$ cat src/rtl/io_port.sv
// rtl/io_port.sv - FIFO-buffered bus-to-pins output port, lane serialiser with stretched trigger
// Optional key receive path enabled by defining IO_PORT_RX_EN.
module io_port #(
  parameter int DATA_WIDTH    = 16,
  parameter int OUT_WIDTH     = 8,
  parameter int DEPTH         = 8,
  parameter int STROBE_CYCLES = 2
) (
  input  logic                  clk,
  input  logic                  rst,
  input  logic                  in_en,
  input  logic [DATA_WIDTH-1:0] in,
  output logic                  full,
  output logic                  overflow,
  output logic                  busy,
  output logic [OUT_WIDTH-1:0]  out,
  output logic                  trigger
`ifdef IO_PORT_RX_EN
  ,
  input  logic [OUT_WIDTH-1:0]  rx_in,
  input  logic                  out_en,
  output logic [DATA_WIDTH-1:0] rx_out,
  output logic                  rx_valid
`endif
);

  localparam int LANES  = DATA_WIDTH / OUT_WIDTH;
  localparam int PTR_W  = $clog2(DEPTH);
  localparam int CNT_W  = $clog2(DEPTH + 1);
  localparam int LANE_W = (LANES > 1) ? $clog2(LANES) : 1;
  localparam int STB_W  = (STROBE_CYCLES > 1) ? $clog2(STROBE_CYCLES) : 1;
  localparam int PAT_W  = 2 * ((OUT_WIDTH + 1) / 2);

  localparam logic [PAT_W-1:0]      PAT_WIDE     = {((OUT_WIDTH + 1) / 2){2'b01}};
  localparam logic [OUT_WIDTH-1:0]  IDLE_PATTERN = PAT_WIDE[OUT_WIDTH-1:0];
  localparam logic [CNT_W-1:0]      DEPTH_C      = CNT_W'(DEPTH);
  localparam logic [LANE_W-1:0]     LAST_LANE    = LANE_W'(LANES - 1);
  localparam logic [STB_W-1:0]      LAST_STB     = STB_W'(STROBE_CYCLES - 1);

  typedef enum logic [1:0] {IDLE, DRIVE, STROBE, HOLD} state_t;

  state_t                state;
  logic [DATA_WIDTH-1:0] mem [DEPTH];
  logic [PTR_W-1:0]      wr_ptr;
  logic [PTR_W-1:0]      rd_ptr;
  logic [CNT_W-1:0]      count;
  logic [CNT_W-1:0]      count_next;
  logic [DATA_WIDTH-1:0] shreg;
  logic [LANE_W-1:0]     lane;
  logic [STB_W-1:0]      stb_cnt;
  logic                  wr_accept;
  logic                  pop;

  // Admission looks at the registered count only, so a same-cycle pop never frees a slot early.
  assign wr_accept = in_en && (count != DEPTH_C);
  assign pop       = (state == IDLE) && (count != '0);

  always_comb begin
    count_next = count;
    if (wr_accept && !pop) begin
      count_next = count + 1'b1;
    end else if (!wr_accept && pop) begin
      count_next = count - 1'b1;
    end
  end

  always_ff @(posedge clk) begin
    if (rst && wr_accept) begin
      mem[wr_ptr] <= in;
    end
  end

  always_ff @(posedge clk) begin
    if (!rst) begin
      wr_ptr   <= '0;
      rd_ptr   <= '0;
      count    <= '0;
      full     <= 1'b0;
      overflow <= 1'b0;
      busy     <= 1'b0;
    end else begin
      if (wr_accept) begin
        wr_ptr <= wr_ptr + 1'b1;
      end
      if (pop) begin
        rd_ptr <= rd_ptr + 1'b1;
      end
      count <= count_next;
      full  <= (count_next == DEPTH_C);
      if (in_en && !wr_accept) begin
        overflow <= 1'b1;
      end
      busy <= (count != '0) || (state != IDLE);
    end
  end

  // The shift register holds the lanes not yet driven; out is loaded from its top lane.
  always_ff @(posedge clk) begin
    if (!rst) begin
      state   <= IDLE;
      out     <= IDLE_PATTERN;
      trigger <= 1'b0;
      shreg   <= '0;
      lane    <= '0;
      stb_cnt <= '0;
    end else begin
      case (state)
        IDLE: begin
          if (pop) begin
            out   <= mem[rd_ptr][DATA_WIDTH-1 -: OUT_WIDTH];
            shreg <= mem[rd_ptr] << OUT_WIDTH;
            lane  <= '0;
            state <= DRIVE;
          end
        end
        DRIVE: begin
          trigger <= 1'b1;
          stb_cnt <= '0;
          state   <= STROBE;
        end
        STROBE: begin
          if (stb_cnt == LAST_STB) begin
            trigger <= 1'b0;
            state   <= HOLD;
          end else begin
            stb_cnt <= stb_cnt + 1'b1;
          end
        end
        HOLD: begin
          if (lane != LAST_LANE) begin
            lane  <= lane + 1'b1;
            out   <= shreg[DATA_WIDTH-1 -: OUT_WIDTH];
            shreg <= shreg << OUT_WIDTH;
            state <= DRIVE;
          end else begin
            state <= IDLE;
          end
        end
        default: state <= IDLE;
      endcase
    end
  end

`ifdef IO_PORT_RX_EN
  logic [OUT_WIDTH-1:0] rx_meta;
  logic [OUT_WIDTH-1:0] rx_sync;
  logic [OUT_WIDTH-1:0] last_key;
  logic                 new_key;

  assign new_key = (rx_sync != '0) && (rx_sync != last_key);
  assign rx_out  = out_en ? DATA_WIDTH'(last_key) : '0;

  // A fresh key outranks a same-cycle read so it is never lost.
  always_ff @(posedge clk) begin
    if (!rst) begin
      rx_meta  <= '0;
      rx_sync  <= '0;
      last_key <= '0;
      rx_valid <= 1'b0;
    end else begin
      rx_meta <= rx_in;
      rx_sync <= rx_meta;
      if (new_key) begin
        last_key <= rx_sync;
        rx_valid <= 1'b1;
      end else if (out_en) begin
        rx_valid <= 1'b0;
      end
    end
  end
`endif

endmodule

$ cat config.mk
export PLATFORM = sky130hd
export DESIGN_NAME = io_port
export DESIGN_NICKNAME = d
export VERILOG_FILES = /design/src/rtl/io_port.sv
export SDC_FILE = /design/constraint.sdc
export NUM_CORES = 1
export LEC_CHECK = 0
export ABC_AREA = 1
export CORE_UTILIZATION = 28
export CTS_BUF_LIST = sky130_fd_sc_hd__clkbuf_8
export DETAILED_ROUTE_END_ITERATION = 6
export PLACE_DENSITY = 0.54
export SYNTH_ARGS = -nofsm -noshare
export SYNTH_HDL_FRONTEND = slang
export SYNTH_SLANG_ARGS = --single-unit
$ cat constraint.sdc
create_clock -name clk -period 3.5 [get_ports clk]
set_input_delay 0.525 -clock clk [delete_from_list [all_inputs] [get_ports clk]]
set_output_delay 0.525 -clock clk [all_outputs]
set_load 0.03 [all_outputs]
==> metrics.csv, run 1 <==
metric;value;unit
drc_errors;0;
grt_pass1_vias;4160;
power_density;710;mW/mm²
criticalPathCategory;reg2reg;
hold_path.class;reg2reg;
cp_max_fo;16;
leakagePower;0.00265;µW
use_met2;20.5;%
cts_max_path_buffers;2;
finalSetupViolCount;0;
max_freq;0.436;GHz
tns;0;ns
coreArea;0.0236;mm²
clkTransAtPathRegs;0.09;ns
synthArstFlopShare;0;%
cp-start-kind;flip-flop;
htreeDepth;4;
max-cap-violations;0;
cp-end-kind;flip-flop;
insertion_delay;0.46;ns
syn_to_final_growth;15.1;%
via_per_inst;4.53;
grt-ovfl-total;0;
synth_seq_area_share;67.5;%
start_util;28.7;%
dp.cells;928;
vias;4348;
cts_setup_buffers;0;
status;complete, no violations;
grt_pass1_wl;25200;µm
wirelength;16800;µm
rr_startpoint;count[0]$_SDFF_PN0_;
busiest_layer;met2;
avgSynthCellArea;11.4;µm²
rsz0062_at_grt;no;
finalHoldViolCount;0;
post_cts_resized;0;
die-area;0.0249;mm²
r2r_slack;1.20;ns
synth_cell_type_count;32;
dp_hpwl;10800;µm
routedWlPerCell;17.5;µm
io_buffers;30;
yosys_register_bits;165;
synthFlopType;edfxtp_1;
yosysWarnings;0;
io_pins;31;
syn_nets;625;
skew;0.0158;ns
cts_made_buffers;17;
drtPass1Iterations;5;
ys_top_cells_by_count;edfxtp_1, nor2_1, nand2_1;
synthesis.area;0.00679;mm²
diodes;0;
grt_max_degree;65;
std_cell_rows;56;
tightestPinTransition;0.837;ns
nFillCells;2408;
cts_tree;built;
synthCells;596;
synth_top_cell_area_share;56.6;%
drv_slew;0;
fin_crit_sh;65.6;%
die_x;158;µm
stdcell_count;960;
yosysMostFrequentCell;edfxtp_1;
nNetsFinal;657;
clock-sinks;165;
hold_start;overflow$_SDFFE_PN0P_;
relSlewSlack;44.2;%
gp_congestion;0.857;
vdd_drop_max;0.311;mV
cts_root_buffer;clkbuf_8;
required;3.64;ns
postCtsHoldBufs;0;
arrival;2.44;ns
use_met3;3.31;%
synth_area_leader_cell;edfxtp_1;
antenna_found_initial;0;
drtAntennaViolNets;0;
met1_usage;20.3;%
drtIter0Drc;422;
die_h;158;µm
crit_start;count[0]$_SDFF_PN0_;
yosys-top-cells-area;edfxtp_1, dfxtp_1, nor2_1;
grt.total_usage;14.3;%
fin_crit;2.30;ns
synth_enable_flop_cells;128;
drive_above_1_share;14.7;%
## layout make-up
class,count,area [µm²],area share (%)
Timing Repair Buffer,43,398,5.09
Clock inverter,15,120,1.54
Tap cell,319,399,5.11
Inverter,23,86.3,1.11
Clock buffer,17,234,2.99
Sequential cell,165,4590,58.7
Multi-Input combinational cell,378,1990,25.5
## cells by family after synthesis
logic type | share of synthesized area, %
flip-flops | 67.5
adder cells (fa/ha/maj) | 1.84
buffers and inverters | 3.59
AO/OA/AOI/OAI | 11.2
AND/OR/NAND/NOR | 15.9
## critical path, cell delays in order, from the launching register on
cell	delay (ns)
dfxtp_1	0.43
inv_1	0.11
ha_1	0.29
nand2_2	0.14
o21bai_4	0.11
nor2_1	0.28
nand2_1	0.23
nor2_2	0.14
buf_4	0.26
## where the power goes
part	total (µW)	switching (µW)	leakage, µW	internal, µW
clock	1270	755	0.000184	511
sequential	2440	138	0.00146	2310
combinational	1830	1260	0.00100	576
## metal layers
layer | share of wire, % | up-vias | wire [µm]
li1 | - | 2164 | -
met1 | 47 | 2075 | 7860
met2 | 45 | 95 | 7550
met3 | 6.0 | 14 | 1010
met4 | 2.1 | 0 | 354
met5 | 0 | - | 0
## state kept, by name, summed over array words and instances (netlist names), named ones only
register and flops:
mem 128, out 8, shreg 8, count 4, rd_ptr 3, wr_ptr 3, state 2, busy 1
full 1, lane 1, overflow 1, stb_cnt 1, trigger 1
## stage by stage
| stage | power, µW | utilization (%) | setup WS (ns) | area (µm²) | hold slack, ns |
|---|---|---|---|---|---|
| after floorplan | 3830 | - | 0.818 | 6790 | 0.444 |
| final | 5540 | 33.1 | 1.20 | 7810 | 0.455 |
| after global placement | 4330 | 31.6 | 0.999 | 7460 | 0.439 |
| after global routing | 5900 | 33.1 | 1.03 | 7810 | 0.487 |
| after detailed placement | 4330 | 31.6 | 0.991 | 7460 | 0.445 |
| after CTS | 5600 | 33.1 | 1.24 | 7810 | 0.458 |
## cells in the final DEF (no fill, tap or decap), drive strengths merged
master	n
clkinv	7
edfxtp	128
nor3	5
clkdlybuf4s50	30
a22oi	1
o21ai	63
ha	10
dfxtp	37
inv	31
a21oi	31
nor2	101
nand4	2
nand3b	1
nand2	88
o211ai	18
nand3	47
buf	13
o22ai	8
clkbuf	17
o21bai	2
o32ai	1
## final timing paths
kind,cells after the start,end
min reg2reg,2,overflow$_SDFFE_PN0P_
max reg2reg,8,mem[3][4]$_DFFE_PP_
max,8,mem[3][4]$_DFFE_PP_
min,2,overflow$_SDFFE_PN0P_
No activity file was read; power rests on OpenSTA's default activity.
==> run 2, diff against run 1 <==
==> constraint.sdc (replaced) <==
create_clock -name clk -period 2.2 [get_ports clk]
set_input_delay 0.33 -clock clk [delete_from_list [all_inputs] [get_ports clk]]
set_output_delay 0.33 -clock clk [all_outputs]
set_load 0.03 [all_outputs]
==> metrics.csv, run 2 (same netlist as run 1, synthesis figures left out) <==
metric;value;unit;change
max-cap-violations;0;;unchanged
grt_pass1_wl;24200;µm;was 25200 µm
rsz0062_at_grt;no;;unchanged
cts_tree;built;;unchanged
drtIter0Drc;370;;was 422
coreArea;0.0236;mm²;unchanged
power_density;1110;mW/mm²;was 710 mW/mm²
cts_made_buffers;17;;unchanged
largest_register_ffs;128;;unchanged
start_util;28.7;%;unchanged
leakagePower;0.00273;µW;was 0.00265 µW
die_h;158;µm;unchanged
io_buffers;30;;unchanged
cp-end-kind;flip-flop;;unchanged
r2r-end;mem[1][4]$_DFFE_PP_;;was mem[3][4]$_DFFE_PP_
hold_depth;2;;unchanged
grt-ovfl-total;0;;unchanged
grt_pass1_vias;4222;;was 4160
reg2regPathDepth;9;;was 8
dp.cells;939;;was 928
criticalPathCategory;reg2reg;;unchanged
vias;4424;;was 4348
routedWlPerCell;15.8;µm;was 17.5 µm
cts_root_buffer;clkbuf_8;;unchanged
arrival;2.15;ns;was 2.44 ns
drtAntennaViolNets;0;;unchanged
hold_start;overflow$_SDFFE_PN0P_;;unchanged
drv_slew;0;;unchanged
layout_commonest_cell;edfxtp_1;;unchanged
status;finished with violations;;was complete, no violations
whs_endpoint;overflow$_SDFFE_PN0P_;;unchanged
cp_max_fo;16;;unchanged
stdcell_count;970;;was 960
violations;DRC;;
htreeDepth;4;;unchanged
drtPass1Iterations;7;;was 5
dp_hpwl;10100;µm;was 10800 µm
fin_crit;2.00;ns;was 2.30 ns
syn_to_final_growth;18.2;%;was 15.1%
grt_max_degree;37;;was 65
nNetsFinal;668;;was 657
clock-sinks;165;;unchanged
io_pins;31;;unchanged
wirelength;15300;µm;was 16800 µm
multi_input_area;0.00199;mm²;about the same
hold_path.class;reg2reg;;unchanged
r2r_slack;0.20;ns;was 1.20 ns
antenna_found_initial;0;;unchanged
cp-start-kind;flip-flop;;unchanged
max_freq;0.499;GHz;was 0.436 GHz
largestRegisters;mem x128, out x8, shreg x8;;unchanged
std_cell_rows;56;;unchanged
tightestPinTransition;0.585;ns;was 0.837 ns
mostFrequentLayoutCells;edfxtp_1, nor2_1, nand2_1;;unchanged
gp_congestion;0.792;;was 0.857
die_x;158;µm;unchanged
finalSetupViolCount;0;;unchanged
via_per_inst;4.56;;was 4.53
clkTransAtPathRegs;0.08;ns;was 0.09 ns
fin_crit_sh;91.1;%;was 65.6%
finalHoldViolCount;0;;unchanged
cts_max_path_buffers;2;;unchanged
drive_above_1_share;15.7;%;was 14.7%
drc_errors;6;;was 0
rr_startpoint;count[1]$_SDFF_PN0_;;was count[0]$_SDFF_PN0_
largest_register;mem;;unchanged
nFillCells;2381;;was 2408
skew;0.0111;ns;was 0.0158 ns
relSlewSlack;60.9;%;was 44.2%
insertion_delay;0.44;ns;was 0.46 ns
finalCoreUtilization;34.0;%;was 33.1%
required;2.35;ns;was 3.64 ns
diodes;0;;unchanged
vdd_drop_max;0.486;mV;was 0.311 mV
seqCellArea;0.00459;mm²;about the same
die-area;0.0249;mm²;unchanged
grt.total_usage;13.3;%;was 14.3%
holdWs;0.451;ns;was 0.455 ns
run 2: changes by cell type in the layout (fill, tap and decap cells not counted), moves of 2 or more:
cell,delta
bufinv_16,+2
buf_4,+2
inv_8,-3
inv_6,-2
buf_12,+9
inv_1,+2
clkinvlp_4,+2
run 2: cell type report:
cell class              instances  area share (%)
clock buffers                  17            2.92
clock inverters                14            1.72
inverters                      23            1.08
multi-input cells             378            24.8
flip-flops and latches        165            57.2
well taps                     319            4.97
repair buffers                 54            7.39
run 2: critical path: stages, from the launching register on:
cell and delay, ns:
dfxtp_1 0.42, inv_1 0.09, ha_1 0.22, nand2_2 0.11, o21bai_4 0.07, nor2_1 0.12
buf_4 0.14, nand2_1 0.13, nor2_1 0.21, buf_12 0.19
run 2: worst max path at each step:
stage,start,endpoint,slack (ns),depth (start not counted)
4_1_cts,count[0]$_SDFF_PN0_,mem[1][1]$_DFFE_PP_,0.12,9
3_3_place_gp,in_en,mem[1][15]$_DFFE_PP_,0.07,8
5_1_grt,count[1]$_SDFF_PN0_,mem[1][4]$_DFFE_PP_,0.08,9
3_5_place_dp,in_en,mem[1][15]$_DFFE_PP_,0.05,8
6_report,count[1]$_SDFF_PN0_,mem[1][4]$_DFFE_PP_,0.20,9
2_1_floorplan,count[0]$_SDFF_PN0_,mem[2][0]$_DFFE_PP_,-0.48,7
run 2: timing repair:
action,4_1_cts,5_1_grt
gates resized for setup,0,1
hold buffers,0,0
hold endpoints to repair,0,0
endpoints found under the setup margin,0,10
buffers inserted,0,0
run 2: metal layers:
layer | wire length [µm] | vias up | GRT usage, %
met5 | 0 | - | 0
met4 | 138 | 0 | 3.79
met3 | 671 | 8 | 3.18
met2 | 6770 | 102 | 19.7
met1 | 7720 | 2133 | 19.2
li1 | - | 2181 | -
run 2: power by group:
| part | total, µW | switching (µW) | internal (µW) |
|---|---|---|---|
| clock | 2070 | 1080 | 995 |
| sequential | 3880 | 212 | 3670 |
| combinational | 2960 | 1940 | 1020 |
run 2: per-stage QoR:
step | area (µm²) | setup slack (ns) | total power, µW | TNS (ns)
floorplan | 6800 | -0.482 | 6090 | -32.44
global placement | 7650 | 0.0714 | 6900 | 0
detailed placement | 7650 | 0.0496 | 6930 | 0
CTS | 8020 | 0.123 | 9010 | 0
global route | 8020 | 0.0753 | 9500 | 0
finish | 8020 | 0.196 | 8910 | 0
==> run 3, diff against run 2 <==
==> constraint.sdc (replaced) <==
create_clock -name clk -period 2 [get_ports clk]
set_input_delay 0.3 -clock clk [delete_from_list [all_inputs] [get_ports clk]]
set_output_delay 0.3 -clock clk [all_outputs]
set_load 0.03 [all_outputs]
==> metrics.csv, run 3 (same netlist as run 1, synthesis figures left out) <==
metric;value;unit;change
htreeDepth;4;;unchanged
syn_to_final_growth;18.8;%;was 18.2%
path_cells;inv_1 -> ha_1 -> nand2_2 -> o21bai_4 -> nor2_2 -> inv_1 -> nor3_2 -> buf_12;;was inv_1 -> ha_1 -> nand2_2 -> o21bai_4 -> nor2_1 -> buf_4 -> nand2_1 -> nor2_1 -> buf_12
largest_register_ffs;128;;unchanged
clkTransAtPathRegs;0.09;ns;was 0.08 ns
cp-end-kind;flip-flop;;unchanged
cts_setup_buffers;0;;unchanged
hold_path.class;in2reg;;was reg2reg
finalCoreUtilization;34.2;%;was 34.0%
cts_made_buffers;17;;unchanged
worstSetupPathDepth;8;;was 9
cts_max_path_buffers;2;;unchanged
r2r_slack;0.15;ns;was 0.20 ns
vias;4369;;was 4424
rsz0062_at_grt;no;;unchanged
io_pins;31;;unchanged
critical-path-top-delay-family;simple AND/OR/NAND/NOR gates;;unchanged
clock-sinks;165;;unchanged
coreArea;0.0236;mm²;unchanged
status;complete, no violations;;was finished with violations
path_common_cell;inv_1;;was nor2_1
crit_buf_inv;3;;unchanged
drive_above_1_share;16.9;%;was 15.7%
relSlewSlack;64.8;%;was 60.9%
cts_root_buffer;clkbuf_8;;unchanged
postCtsHoldBufs;0;;unchanged
criticalPathCategory;reg2reg;;unchanged
grt_pass1_vias;4115;;was 4222
die_x;158;µm;unchanged
largestRegisters;mem x128, out x8, shreg x8;;unchanged
finalHoldViolCount;0;;unchanged
grt_max_degree;65;;was 37
holdWs;0.440;ns;was 0.451 ns
gp_congestion;0.761;;was 0.792
mostFrequentLayoutCells;edfxtp_1, nor2_1, nand2_1;;unchanged
reg2regPathDepth;8;;was 9
leakagePower;0.00275;µW;was 0.00273 µW
layout_commonest_cell;edfxtp_1;;unchanged
drtPass1Iterations;4;;was 7
grt_pass1_wl;24200;µm;about the same
dp_hpwl;10500;µm;was 10100 µm
drtAntennaViolNets;0;;unchanged
cp-start-kind;flip-flop;;unchanged
io_buffers;30;;unchanged
skew;0.0109;ns;was 0.0111 ns
drc_errors;0;;was 6
drv_slew;0;;unchanged
cts_tree;built;;unchanged
power_density;1230;mW/mm²;was 1110 mW/mm²
max_stage_delay;0.34;ns;was 0.42 ns
grt-ovfl-total;0;;unchanged
insertion_delay;0.45;ns;was 0.44 ns
start_util;28.7;%;unchanged
tightestPinTransition;0.527;ns;was 0.585 ns
std_cell_rows;56;;unchanged
required;2.17;ns;was 2.35 ns
cpMaxStageDelayCell;dfxtp_1;;unchanged
fin_crit_sh;92.5;%;was 91.1%
wirelength;15600;µm;was 15300 µm
antenna_found_initial;0;;unchanged
fin_crit;1.85;ns;was 2.00 ns
hold_depth;3;;was 2
grt.total_usage;13.4;%;was 13.3%
die-area;0.0249;mm²;unchanged
cp_max_fo;16;;unchanged
finalSetupViolCount;0;;unchanged
max-cap-violations;0;;unchanged
nNetsFinal;671;;was 668
routedWlPerCell;16.0;µm;was 15.8 µm
arrival;2.02;ns;was 2.15 ns
vdd_drop_max;0.457;mV;was 0.486 mV
largest_register;mem;;unchanged
die_h;158;µm;unchanged
diodes;0;;unchanged
drtIter0Drc;484;;was 370
via_per_inst;4.49;;was 4.56
max_freq;0.541;GHz;was 0.499 GHz
## run 3: cell types whose count changed in the layout (fill, tap and decap cells not counted), moves of 2 or more
cell	delta
buf_4	+2
inv_8	+2
clkinv_1	-2
inv_6	+3
bufinv_16	-2
clkinv_2	+3
inv_1	-2
nor2_2	-2
nor2_1	-2
nor2_4	+4
## run 3: final cells by class
class                           instances  area [µm²]
Sequential cell                       165        4590
Fill cell                            2365       15500
Clock buffer                           17         234
Tap cell                              319         399
Timing Repair Buffer                   57         628
Inverter                               23        86.3
Multi-Input combinational cell        378        2010
Clock inverter                         15         119
## run 3: tightest hold or removal path: stages
cell             delay (ns)
clkdlybuf4s50_1        0.42
nand2_1                0.08
a21oi_1                0.05
## run 3: report_power, final
part | switching [µW] | internal, µW | total (µW)
Sequential | 209 | 4030 | 4240
Clock | 1320 | 891 | 2210
Combinational | 2270 | 1160 | 3430
Total | 3800 | 6090 | 9890
## run 3: path summary, 6_finish.rpt
kind,startpoint,endpoint
setup / recovery,count[0]$_SDFF_PN0_,mem[4][12]$_DFFE_PP_
hold / removal,in_en,overflow$_SDFFE_PN0P_
setup reg to reg,count[0]$_SDFF_PN0_,mem[4][12]$_DFFE_PP_
hold reg to reg,overflow$_SDFFE_PN0P_,overflow$_SDFFE_PN0P_
## run 3: timing repair
| action | in CTS | in global routing |
|---|---|---|
| endpoints found under the setup margin | 0 | 69 |
| resized for setup | 0 | 1 |
| endpoints found under the hold margin | 0 | 0 |
## run 3: per-layer routing
layer | part of all wire (%) | GRT usage (%) | up-vias
li1 | - | - | 2193
met5 | 0 | 0 | -
met4 | 0.51 | 2.91 | 0
met1 | 51 | 20.9 | 2065
met3 | 7.8 | 3.89 | 7
met2 | 40 | 17.9 | 104
## run 3: stage by stage
step	setup TNS (ns)	setup WS (ns)	instance area, µm²	total power (µW)	instances
floorplan	-13.94	-0.218	6840	6710	596
finish	0	0.150	8060	9890	974
detailed placement	-25.06	-0.239	7710	7770	942
global route	0	0.0368	8060	10600	974
CTS	0	0.00758	8060	9980	974
global placement	-24.45	-0.220	7710	7750	942
